[src/rtl/complex_mac_ctrl_if.sv]
// Bundle between the complex-multiply controller and its sequencer/accumulators.
// Latency: none, wires only.
// Backpressure: none; start/done is a request/pulse handshake.
interface complex_mac_ctrl_if #(
  parameter int IN_W  = 10,
  parameter int ACC_W = 20
);
  logic             start;
  logic [IN_W-1:0]  ar;
  logic [IN_W-1:0]  ai;
  logic [IN_W-1:0]  br;
  logic [IN_W-1:0]  bi;
  logic [ACC_W-1:0] re_q;
  logic [ACC_W-1:0] im_q;
  logic [ACC_W-1:0] acc_d;
  logic             acc_init;
  logic             re_en;
  logic             im_en;
  logic             busy;
  logic             done;

  // Sequencer plus accumulator side
  modport master (
    output start, ar, ai, br, bi, re_q, im_q,
    input  acc_d, acc_init, re_en, im_en, busy, done
  );

  // Controller side
  modport slave (
    input  start, ar, ai, br, bi, re_q, im_q,
    output acc_d, acc_init, re_en, im_en, busy, done
  );
endinterface

[src/rtl/complex_mac_ctrl.sv]
// Four-cycle shared-multiplier complex MAC controller driving two init/en accumulators.
// Latency: start accepted at edge 0, done pulse in cycle 6, next start in cycle 7.
// Backpressure: start is sampled only in IDLE; requests while busy are dropped.
module complex_mac_ctrl #(
  parameter int IN_W  = 10,
  parameter int ACC_W = 20   // must be >= 2*IN_W so a full product fits before accumulation
) (
  input  logic               clk,
  input  logic               rst,
  complex_mac_ctrl_if.slave  mac_if
);

  typedef enum logic [2:0] {
    S_IDLE = 3'd0,
    S_INIT = 3'd1,
    S_P0   = 3'd2,
    S_P1   = 3'd3,
    S_P2   = 3'd4,
    S_P3   = 3'd5,
    S_DONE = 3'd6
  } state_t;

  state_t state_q, state_d;

  logic signed [IN_W-1:0]   ar_q, ai_q, br_q, bi_q;
  logic signed [2*IN_W-1:0] mul_a, mul_b, prod;
  logic        [ACC_W-1:0]  prod_ext;

  // State register; reset aborts any operation in flight
  always_ff @(posedge clk) begin
    if (!rst) begin
      state_q <= S_IDLE;
    end else begin
      state_q <= state_d;
    end
  end

  // Operand capture on an accepted start; later input changes are ignored
  always_ff @(posedge clk) begin
    if (!rst) begin
      ar_q <= '0;
      ai_q <= '0;
      br_q <= '0;
      bi_q <= '0;
    end else if (state_q == S_IDLE && mac_if.start) begin
      ar_q <= mac_if.ar;
      ai_q <= mac_if.ai;
      br_q <= mac_if.br;
      bi_q <= mac_if.bi;
    end
  end

  // Next-state: fixed walk IDLE->INIT->P0..P3->DONE->IDLE
  always_comb begin
    state_d = state_q;
    unique case (state_q)
      S_IDLE:  state_d = mac_if.start ? S_INIT : S_IDLE;
      S_INIT:  state_d = S_P0;
      S_P0:    state_d = S_P1;
      S_P1:    state_d = S_P2;
      S_P2:    state_d = S_P3;
      S_P3:    state_d = S_DONE;
      S_DONE:  state_d = S_IDLE;
      default: state_d = S_IDLE;
    endcase
  end

  // Operand steering into the single shared multiplier, one partial product per phase
  always_comb begin
    mul_a = '0;
    mul_b = '0;
    unique case (state_q)
      S_P0: begin
        mul_a = (2*IN_W)'(ar_q);
        mul_b = (2*IN_W)'(br_q);
      end
      S_P1: begin
        mul_a = (2*IN_W)'(ai_q);
        mul_b = (2*IN_W)'(bi_q);
      end
      S_P2: begin
        mul_a = (2*IN_W)'(ar_q);
        mul_b = (2*IN_W)'(bi_q);
      end
      S_P3: begin
        mul_a = (2*IN_W)'(ai_q);
        mul_b = (2*IN_W)'(br_q);
      end
      default: begin
        mul_a = '0;
        mul_b = '0;
      end
    endcase
  end

  // Operands are pre-sign-extended, so the low 2*IN_W bits are the exact signed product
  assign prod     = mul_a * mul_b;
  assign prod_ext = ACC_W'(prod);

  // Moore outputs; acc_d folds the registered accumulator q with the current product
  always_comb begin
    mac_if.acc_d    = '0;
    mac_if.acc_init = 1'b0;
    mac_if.re_en    = 1'b0;
    mac_if.im_en    = 1'b0;
    mac_if.busy     = (state_q != S_IDLE);
    mac_if.done     = 1'b0;
    unique case (state_q)
      S_INIT: mac_if.acc_init = 1'b1;
      S_P0: begin
        mac_if.re_en = 1'b1;
        mac_if.acc_d = mac_if.re_q + prod_ext;
      end
      S_P1: begin
        mac_if.re_en = 1'b1;
        mac_if.acc_d = mac_if.re_q - prod_ext;
      end
      S_P2: begin
        mac_if.im_en = 1'b1;
        mac_if.acc_d = mac_if.im_q + prod_ext;
      end
      S_P3: begin
        mac_if.im_en = 1'b1;
        mac_if.acc_d = mac_if.im_q + prod_ext;
      end
      S_DONE:  mac_if.done = 1'b1;
      default: mac_if.done = 1'b0;
    endcase
  end

endmodule
[src/flat_wrapper.sv]
// flat-port wrapper written by rule: the top's interface ports become plain ports
module complex_mac_ctrl_flat 
#(
  parameter int IN_W  = 10,
  parameter int ACC_W = 20                                                                  
)
  (clk, rst, mac_if_start, mac_if_ar, mac_if_ai, mac_if_br, mac_if_bi, mac_if_re_q, mac_if_im_q, mac_if_acc_d, mac_if_acc_init, mac_if_re_en, mac_if_im_en, mac_if_busy, mac_if_done);
  complex_mac_ctrl_if #(.IN_W(IN_W), .ACC_W(ACC_W)) mac_if_i ();
  input  logic clk;
  input  logic rst;
  input wire logic [$bits(mac_if_i.start)-1:0] mac_if_start;
  input wire logic [$bits(mac_if_i.ar)-1:0] mac_if_ar;
  input wire logic [$bits(mac_if_i.ai)-1:0] mac_if_ai;
  input wire logic [$bits(mac_if_i.br)-1:0] mac_if_br;
  input wire logic [$bits(mac_if_i.bi)-1:0] mac_if_bi;
  input wire logic [$bits(mac_if_i.re_q)-1:0] mac_if_re_q;
  input wire logic [$bits(mac_if_i.im_q)-1:0] mac_if_im_q;
  output wire logic [$bits(mac_if_i.acc_d)-1:0] mac_if_acc_d;
  output wire logic [$bits(mac_if_i.acc_init)-1:0] mac_if_acc_init;
  output wire logic [$bits(mac_if_i.re_en)-1:0] mac_if_re_en;
  output wire logic [$bits(mac_if_i.im_en)-1:0] mac_if_im_en;
  output wire logic [$bits(mac_if_i.busy)-1:0] mac_if_busy;
  output wire logic [$bits(mac_if_i.done)-1:0] mac_if_done;
  assign mac_if_i.start = mac_if_start;
  assign mac_if_i.ar = mac_if_ar;
  assign mac_if_i.ai = mac_if_ai;
  assign mac_if_i.br = mac_if_br;
  assign mac_if_i.bi = mac_if_bi;
  assign mac_if_i.re_q = mac_if_re_q;
  assign mac_if_i.im_q = mac_if_im_q;
  assign mac_if_acc_d = mac_if_i.acc_d;
  assign mac_if_acc_init = mac_if_i.acc_init;
  assign mac_if_re_en = mac_if_i.re_en;
  assign mac_if_im_en = mac_if_i.im_en;
  assign mac_if_busy = mac_if_i.busy;
  assign mac_if_done = mac_if_i.done;
  complex_mac_ctrl #(.IN_W(IN_W), .ACC_W(ACC_W)) u_core (.clk(clk), .rst(rst), .mac_if(mac_if_i));
endmodule
[config.mk]
export PLATFORM = sky130hd
export DESIGN_NAME = complex_mac_ctrl_flat
export DESIGN_NICKNAME = d
export VERILOG_FILES = /design/src/rtl/complex_mac_ctrl_if.sv /design/src/rtl/complex_mac_ctrl.sv /design/src/flat_wrapper.sv
export SDC_FILE = /design/constraint.sdc
export NUM_CORES = 1
export LEC_CHECK = 0
export ABC_CLOCK_PERIOD_IN_PS = 25100
export CAP_MARGIN = 0
export CORE_MARGIN = 5
export CORE_UTILIZATION = 36
export DETAILED_ROUTE_END_ITERATION = 8
export HOLD_SLACK_MARGIN = 0.03
export SYNTH_ARGS = -nofsm -noshare
export SYNTH_HDL_FRONTEND = slang
export SYNTH_SLANG_ARGS = --single-unit
[constraint.sdc]
create_clock -name clk -period 25.1 [get_ports clk]
set_clock_uncertainty 0.2 [all_clocks]
set_input_delay 5.02 -clock clk [delete_from_list [all_inputs] [get_ports clk]]
set_output_delay 5.02 -clock clk [all_outputs]
set_load 0.005 [all_outputs]
==> run metrics <==
Final setup viols 0; Nets 1539; FF-to-FF Start u_core.state_q[0]; hold_ws 0.255 ns; drt drc 0; max-cap violations 0; IO Pins 108; register area share after synthesis 0.0932; #FFs+latches synth 43; synthesized netlist cell count 1128; CTS tree built; Clock Tree Root clkbuf_16; Synth area leaders fa_1 28%, ha_1 16%, dfxtp_1 9.3%, nand2_1 7.8%, inv_1 7.6%; GRT Total Usage 0.153; total congestion overflow 0; clk buf depth 2; max incr delay on CP 0.73 ns; pin count of the biggest net entering global routing 44; initial core utilization 0.366; relative slew slack 0.268; CP endpoint kind primary output; fin crit period 15.48 ns; DR WL/cell 14.1 µm; Final HPWL DP 18900 µm; Yosys cell types 64; vias in the first global route 7763; CTS Hold Bufs 0; die area 29000 µm²; initial antenna violation count 0; crit-path most repeated cell fa_1; FMAX 0.0646 GHz; Yosys top cell by area fa_1; post-CTS setup buffer count 0; remaining antenna violation count after routing 0; core area 25300 µm²; final setup TNS 0 ns; CP top delay family adder cells; Syn Nets 1455; initial DRC count 365; Worst Reg2Reg Path Length in Cells 5; drt pass-1 iters 6; clock slew at reported path FFs 0.06 ns; Post-synth ARST share 0; H-tree Lvls 2; CP arrival 10.26 ns; Worst Path Max Fanout 22; global-route wire length before repair 37200 µm; die height 170 µm; Non-Filler Instances 1543; Total Wirelength 21700 µm; Hold EP u_core.ai_q[0]; Crit Path Class register to primary output; Ant. Diodes 0; period utilization 0.617; Final GP Congestion 0.847; Crit-path slowest cell dfxtp_1; num rows 58; Synth top area share 0.277; Chip Width 170 µm; Hold Violations, Final 0; Commonest cells post-synth 193 x nand2_1, 187 x inv_1, 128 x fa_1, 116 x ha_1, 80 x nor2_1; Final Max Slew Viols 0; reg2reg end u_core.bi_q[2]; hold_sp u_core.ai_q[0]; CTS Sinks 43; Resize count post-CTS 0; Mapped Area 9240 µm²; layout cell share with drive strength beyond 1 0.0313; Num CTS Buffers 5; P&R area growth vs syn 16.8%; Final Util 0.427; critical path data required time 19.88 ns; PD cells 21.7 nW/µm²; via count 7503; Hold Path Class register to register; RSZ-0062 raised after global routing false; worst slew pin tran 1.10 ns; placed cell count 1535; synthesis warning total 0; top_reg_cell synth dfxtp_1; maximum VDD drop 0.0270 mV; hold path cells 2; Syn Area/Cell 8.19 µm²; DR vias/cell 4.86; total power 0.234 mW; Leak 5.17 nW; WP buf/inv 6; number of flops mapped to enable cells by yosys 0; r2r setup slk 22.68 ns; top-count cell post-synth nand2_1; Skew-Pair Late Insertion Delay 0.29 ns; Critical Path Source Type register; status completed; IO Port Bufs 107
==> stage by stage <==
step / cell area, µm² / setup WS, ns
CTS: 10800 / 9.63
finish: 10800 / 9.62
detailed placement: 10600 / 9.93
floorplan: 9240 / 11.84
global route: 10800 / 8.94
global placement: 10600 / 10.03
==> placed cells by master, fill, tap and decap left out, types with 13 or more instances in the layout <==
cell and instances:
nand2_1 193, inv_1 187, fa_1 128, ha_1 116, clkdlybuf4s50_1 107, nor2_1 80
a21oi_1 67, xnor2_1 47, dfxtp_1 43, xor2_1 29, o22ai_1 18, o21ai_0 14
a21o_1 13, and2_1 13
==> worst max-delay path by stage <==
stage	start	endpoint	cells after the start
6_report	u_core.state_q[0]	mac_if_acc_d[19]	30
3_3_place_gp	u_core.state_q[0]	mac_if_acc_d[19]	29
5_1_grt	u_core.state_q[0]	mac_if_acc_d[19]	30
4_1_cts	u_core.state_q[0]	mac_if_acc_d[19]	30
3_5_place_dp	u_core.state_q[0]	mac_if_acc_d[19]	30
2_1_floorplan	u_core.state_q[1]	mac_if_acc_d[19]	31
==> registers in the layout, indices dropped and copies added (netlist names) <==
register	flops
u_core.ai_q	10
u_core.ar_q	10
u_core.bi_q	10
u_core.br_q	10
u_core.state_q	3
==> worst register-to-register path: stages (launching register included) <==
cell and delay [ns]:
dfxtp_1 0.51, nor3_1 0.43, and2_1 0.59, buf_4 0.34, nand2_1 0.13, a21oi_1 0.14
==> final cells by class <==
cell class                      instances  area, µm²
Fill cell                            2598      14500
Multi-Input combinational cell        860       7520
Timing Repair Buffer                  113       1120
Inverter                              189        709
Clock buffer                            5        125
Clock inverter                          3       46.3
Tap cell                              330        413
Sequential cell                        43        861
==> cell families after synthesis <==
group | synth area share
DFF | 0.0932
and+or+nand+nor | 0.160
adders and majority gates | 0.435
AOI/OAI and AO/OA | 0.133
xor gates and xnor gates | 0.0721
buffers and inverters | 0.0926
muxes | 0.0148
==> metal layers <==
| metal | wire length, µm | share of wire | GRT usage |
|---|---|---|---|
| met4 | 221 | 0.010 | 0.0201 |
| met5 | 0 | 0 | 0 |
| met1 | 10300 | 0.47 | 0.215 |
| met2 | 10300 | 0.47 | 0.265 |
| met3 | 944 | 0.043 | 0.0123 |
==> power breakdown <==
part | switching [mW] | internal [mW] | leakage [nW]
logic | 0.0419 | 0.0399 | 4.74
registers | 0.00421 | 0.0734 | 0.353
clock network | 0.0273 | 0.0472 | 0.0804
Power figures use the tool's default switching activity.
